### config.mk
export PLATFORM = sky130hd
export DESIGN_NAME = cache_bus_arbiter
export DESIGN_NICKNAME = d
export VERILOG_FILES = /design/src/rtl/cache_bus_arbiter.sv
export SDC_FILE = /design/constraint.sdc
export NUM_CORES = 1
export LEC_CHECK = 0
export ABC_AREA = 1
export CAP_MARGIN = 25
export CORE_AREA = 3 3 138 140
export DETAILED_ROUTE_END_ITERATION = 7
export DIE_AREA = 0 0 141 143
export DONT_BUFFER_PORTS = 1
export GPL_ROUTABILITY_DRIVEN = 0
export PLACE_DENSITY_LB_ADDON = 0.12
export SETUP_SLACK_MARGIN = 0.1
export SYNTH_ARGS = -nofsm -noshare
export SYNTH_HDL_FRONTEND = slang
export SYNTH_SLANG_ARGS = --single-unit
### constraint.sdc
create_clock -name CLK -period 2.1 [get_ports CLK]
set_input_delay 0.21 -clock CLK [delete_from_list [all_inputs] [get_ports CLK]]
set_output_delay 0.21 -clock CLK [all_outputs]
set_load 0.005 [all_outputs]
### src/rtl/cache_bus_arbiter.sv
// N-requester arbiter merging cache/TLB memory requests onto one generic-bus port.
// Round-robin or fixed priority, lock-based bursts bounded by a per-tenure beat guard.
module cache_bus_arbiter #(
  parameter int    NUM_REQ   = 3,
  parameter int    ADDR_W    = 32,
  parameter int    DATA_W    = 32,
  parameter string ARB_MODE  = "round_robin",
  parameter int    MAX_BURST = 8,
  localparam int   IDW       = (NUM_REQ > 1) ? $clog2(NUM_REQ) : 1,
  localparam int   BEW       = DATA_W / 8
) (
  input  logic                      CLK,
  input  logic                      nRST,
  input  logic [NUM_REQ*ADDR_W-1:0] req_addr,
  input  logic [NUM_REQ*DATA_W-1:0] req_wdata,
  input  logic [NUM_REQ*BEW-1:0]    req_byte_en,
  input  logic [NUM_REQ-1:0]        req_ren,
  input  logic [NUM_REQ-1:0]        req_wen,
  input  logic [NUM_REQ-1:0]        req_lock,
  output logic [NUM_REQ-1:0]        req_busy,
  output logic [DATA_W-1:0]         req_rdata,
  output logic [ADDR_W-1:0]         mem_addr,
  output logic [DATA_W-1:0]         mem_wdata,
  output logic [BEW-1:0]            mem_byte_en,
  output logic                      mem_ren,
  output logic                      mem_wen,
  input  logic [DATA_W-1:0]         mem_rdata,
  input  logic                      mem_busy,
  output logic                      grant_valid,
  output logic [IDW-1:0]            grant_id
);

  localparam int             CW         = $clog2(MAX_BURST + 1);
  localparam logic [CW-1:0]  MAX_B      = CW'(MAX_BURST);
  localparam logic [IDW-1:0] LAST_ID    = IDW'(NUM_REQ - 1);
  localparam bit             FIXED_MODE = (ARB_MODE == "fixed");

  typedef enum logic {ST_IDLE, ST_ACTIVE} state_e;

  state_e         state_q, state_d;
  logic [IDW-1:0] owner_q, owner_d;
  logic [IDW-1:0] ptr_q, ptr_d;
  logic [CW-1:0]  beat_q, beat_d;

  logic [NUM_REQ-1:0] req_act;
  assign req_act = req_ren | req_wen;

  // Owner's request fields, selected by comparison so an unused id never indexes out of range.
  logic [ADDR_W-1:0] own_addr;
  logic [DATA_W-1:0] own_wdata;
  logic [BEW-1:0]    own_be;
  logic              own_ren, own_wen, own_lock, own_act;

  always_comb begin
    // NOTE: every combinational output gets a default before any branch, so no latch is inferred.
    own_addr  = '0;
    own_wdata = '0;
    own_be    = '0;
    own_ren   = 1'b0;
    own_wen   = 1'b0;
    own_lock  = 1'b0;
    for (int i = 0; i < NUM_REQ; i++) begin
      if (owner_q == IDW'(i)) begin
        own_addr  = req_addr[i*ADDR_W +: ADDR_W];
        own_wdata = req_wdata[i*DATA_W +: DATA_W];
        own_be    = req_byte_en[i*BEW +: BEW];
        own_ren   = req_ren[i];
        own_wen   = req_wen[i];
        own_lock  = req_lock[i];
      end
    end
    own_act = own_ren | own_wen;
  end

  // Winner search; scanning downward lets the nearest candidate overwrite farther ones.
  logic           win_found;
  logic [IDW-1:0] win_id;

  always_comb begin
    int unsigned        idx;
    logic [NUM_REQ-1:0] shifted;
    win_found = 1'b0;
    win_id    = '0;
    idx       = 0;
    shifted   = '0;
    for (int k = NUM_REQ - 1; k >= 0; k--) begin
      if (FIXED_MODE) begin
        idx = k;
      end else begin
        idx = int'(ptr_q) + k;
        if (idx >= NUM_REQ) idx = idx - NUM_REQ;
      end
      shifted = req_act >> idx;
      if (shifted[0]) begin
        win_found = 1'b1;
        win_id    = IDW'(idx);
      end
    end
  end

  logic [IDW-1:0] ptr_next;
  logic [CW-1:0]  beat_inc;

  assign ptr_next = FIXED_MODE ? '0 : ((owner_q == LAST_ID) ? '0 : owner_q + 1'b1);
  assign beat_inc = (beat_q >= MAX_B) ? beat_q : beat_q + 1'b1;

  always_comb begin
    state_d     = state_q;
    owner_d     = owner_q;
    ptr_d       = ptr_q;
    beat_d      = beat_q;
    mem_addr    = '0;
    mem_wdata   = '0;
    mem_byte_en = '0;
    mem_ren     = 1'b0;
    mem_wen     = 1'b0;
    grant_valid = 1'b0;
    grant_id    = '0;
    req_busy    = '1;
    req_rdata   = '0;

    unique case (state_q)
      ST_IDLE: begin
        if (win_found) begin
          state_d = ST_ACTIVE;
          owner_d = win_id;
          beat_d  = '0;
        end
      end

      ST_ACTIVE: begin
        grant_valid = 1'b1;
        grant_id    = owner_q;
        mem_addr    = own_addr;
        mem_wdata   = own_wdata;
        mem_byte_en = own_be;
        mem_wen     = own_wen;
        mem_ren     = own_ren & ~own_wen;
        req_rdata   = mem_rdata;
        // An abandoned beat never reports completion.
        for (int i = 0; i < NUM_REQ; i++) begin
          if (owner_q == IDW'(i)) req_busy[i] = mem_busy | ~own_act;
        end

        if (!own_act) begin
          state_d = ST_IDLE;
          beat_d  = '0;
          ptr_d   = ptr_next;
        end else if (!mem_busy) begin
          if (own_lock && (beat_inc < MAX_B)) begin
            beat_d = beat_inc;
          end else begin
            state_d = ST_IDLE;
            beat_d  = '0;
            ptr_d   = ptr_next;
          end
        end
      end
    endcase
  end

  always_ff @(posedge CLK) begin
    // NOTE: state registers use non-blocking assignments so every flop samples pre-edge values.
    if (!nRST) begin
      state_q <= ST_IDLE;
      owner_q <= '0;
      ptr_q   <= '0;
      beat_q  <= '0;
    end else begin
      state_q <= state_d;
      owner_q <= owner_d;
      ptr_q   <= ptr_d;
      beat_q  <= beat_d;
    end
  end

endmodule

==> impl_metrics.ini <==
[setup_path]
critPathLaunchType = flop
path_buf_inv = 1
crit_cells = 8
cp.arrival_ns = 1.65
cp-end-kind = output pin
cpMostUsedCell = nand2_1
worstSetupEndpoint = req_busy[1]
cp_slowest_cell = dfxtp_4
critical-path-top-delay-family = simple AND/OR/NAND/NOR gates
rr_worst_depth = 9
path_cells = nor2_4 -> nand2_1 -> nand2_1 -> nor2_1 -> nand2_2 -> inv_2 -> nor3_4 -> nand3_1
critPathKind = reg -> out
max_stage_delay_ns = 0.38
r2r-end = beat_q[0]
critPathMaxFanout = 8
rrSetupSlack_ns = 0.31
r2r_start = ptr_q[0]
required_ns = 1.89
crit_start = owner_q[0]

[global_route]
grt_pass1_vias = 3737
grt_antenna_before_repair = 1
grt_pass1_wl_um = 22280
grt_max_degree = 41
grt_util_all_layers = 0.1396
grt.overflow.total = 0

[logic_synthesis]
postSynthAreaPerCell_um2 = 4.570
ys_top_cells_by_count = nand2_1, nand3_1, inv_1
yosysMostFrequentCell = nand2_1
synth_fp_nets = 871
synth_area_leaders = nand2_1, nand3_1, inv_1
synthArstFlopShare = 0
synth.top_cell.area_share = 0.3360
netlist.top_cell.by_area = nand2_1
synth_edf_count = 0
synthCells = 616
yosysWarnings = 0
synth_seq_cells = 9
synth_area_um2 = 2815
synth_seq_area_share = 0.06400
yosys_most_used_dff = dfxtp_1
synth_cell_type_count = 24

[clock_tree]
cts.sink_count = 9
cts_buffer_depth = 2
clock-root-buffer = clkbuf_16
cts_made_buffers = 3
htreeDepth = 1
clk_pin_slew_ns = 0.04
clock_latency_ns = 0.24
cts_tree = yes

[finish]
stdcell_area_um2 = 3198
layout-drive-gt1-share = 0.05705
syn2layout_area_growth_pct = 13.60
fin_nets = 852

[power_and_ir_drop]
p_comb_frac = 0.845
seq_power_share = 0.081
clkPwrFrac = 0.075
p_sw_frac = 0.6396
p_leak_nw = 1.871
p_int_mw = 1.690
p_per_area_nw_per_um2 = 1466
p_sw_mw = 2.999
vdd_drop_max_mv = 0.4963

[drt]
num_vias = 4005
routed_wl_um = 15880
drtIter0Drc = 413
drcViolationCount = 0
antenna_left = 0
first_pass_iters = 5
routedWlPerCell_um = 19.22
vias_per_cell = 4.849

[timing]
setup_tns_ns = 0
fmax_ghz = 0.5387
setup_ws_ns = 0.2437
final_hold_viol_count = 0
relSlewSlack = 0.7324
period_needed_ns = 1.856
skew_ns = 0.002678
tightest_slew_ns = 0.4014
fin_crit_sh = 0.8839
setup_violations = 0
holdWs_ns = 0.09063
drv_slew = 0
rsz0062_at_grt = yes

[place]
postPlaceCellArea_um2 = 3080
portBuffers = 0
place_ws_ns = 0.1275
hpwl_um = 13140

[floorplanning]
core_um2 = 17960
row_count = 49
io_pins = 356
dieArea_um2 = 20160
start_util = 0.1567
fp.dieW_um = 141
die_h_um = 143

[worst_hold_path]
min_path_cells = 2
hp-class = in -> reg

[run_status]
run_status = completed

[job]
cap_violations = 0
-- timing repair --
action	in CTS	in global routing
setup buffers	0	1
endpoints found under the hold margin	0	0
endpoints found under the setup margin	0	35
gates resized for setup	0	8
hold buffers	0	0
-- per-stage QoR --
stage                     std cells    util  power [mW]
after floorplan                 616       -       3.207
after detailed placement        820  0.1715       4.308
after global placement          820  0.1715       4.306
after CTS                       824  0.1759       4.673
final                           826  0.1780       4.689
after global routing            826  0.1780       5.255
-- flip-flops by register name (all words and copies together) (netlist names) --
signal   cells
ptr_q        2
owner_q      2
beat_q       4
state_q      1
-- metal layers --
layer	routed length, um	up-vias	track usage
met5	0	-	0
met4	322	0	0.02550
met3	1193	28	0.03081
met2	8222	250	0.2450
met1	6141	1845	0.1776
li1	-	1882	-
-- area by class of cell --
cell class                 count  area [um^2]
sequential                     9        188.9
multi-input combinational    466         2120
antenna                        1        2.502
inverter                      99        371.6
tap                          229        286.5
timing repair buffer          18        150.1
fill                        2166        14770
clock buffer                   4        78.83
-- worst min-delay path by stage --
stage                         start    endpoint  slack, ns
final                          nRST   beat_q[2]       0.09
after global routing           nRST   beat_q[1]       0.09
after CTS                      nRST   beat_q[2]       0.09
after detailed placement       nRST  owner_q[0]       0.34
after global placement         nRST   beat_q[1]       0.34
after floorplan           beat_q[3]   beat_q[3]       0.41
-- power groups by stage --
stage	logic, mW	registers (mW)	clock network (mW)
after detailed placement	3.92	0.386	0
after global routing	4.48	0.402	0.373
final	3.96	0.378	0.351
after CTS	3.94	0.381	0.354
after floorplan	2.91	0.295	0
after global placement	3.93	0.381	0
-- worst register-to-register path: stages (launching register included) --
cell,delay (ns)
dfxtp_1,0.38
inv_1,0.10
ha_1,0.35
inv_1,0.13
nand2_1,0.10
nand3_1,0.15
nand4_1,0.11
buf_4,0.18
a21oi_1,0.12
nor2_1,0.06
-- logic make-up (layout without fill, tap and decap cells) --
| logic type | Yosys count | in the layout | share of synthesized area |
|---|---|---|---|
| simple gates | 418 | 418 | 0.6307 |
| buf+inv | 141 | 121 | 0.1893 |
| compound gates | 41 | 41 | 0.08489 |
| flops | 9 | 9 | 0.06400 |
| fa+ha+maj | 7 | 7 | 0.03111 |
| other cells | 0 | 1 | 0 |
-- cell usage in the layout, fill, tap and decap left out, types with 2 or more instances in the layout --
| master | n |
|---|---|
| buf_4 | 14 |
| a21oi_1 | 9 |
| ha_1 | 7 |
| buf_6 | 4 |
| nand4_1 | 3 |
| nor3_1 | 2 |
| nand2_1 | 252 |
| nor2_1 | 22 |
| inv_1 | 96 |
| nand3_1 | 130 |
| nor2_4 | 2 |
| a31oi_1 | 27 |
| dfxtp_1 | 6 |
| o21ai_0 | 3 |
| dfxtp_4 | 2 |
| clkbuf_16 | 3 |
| inv_2 | 3 |
No activity file was read; power rests on OpenSTA's default activity.
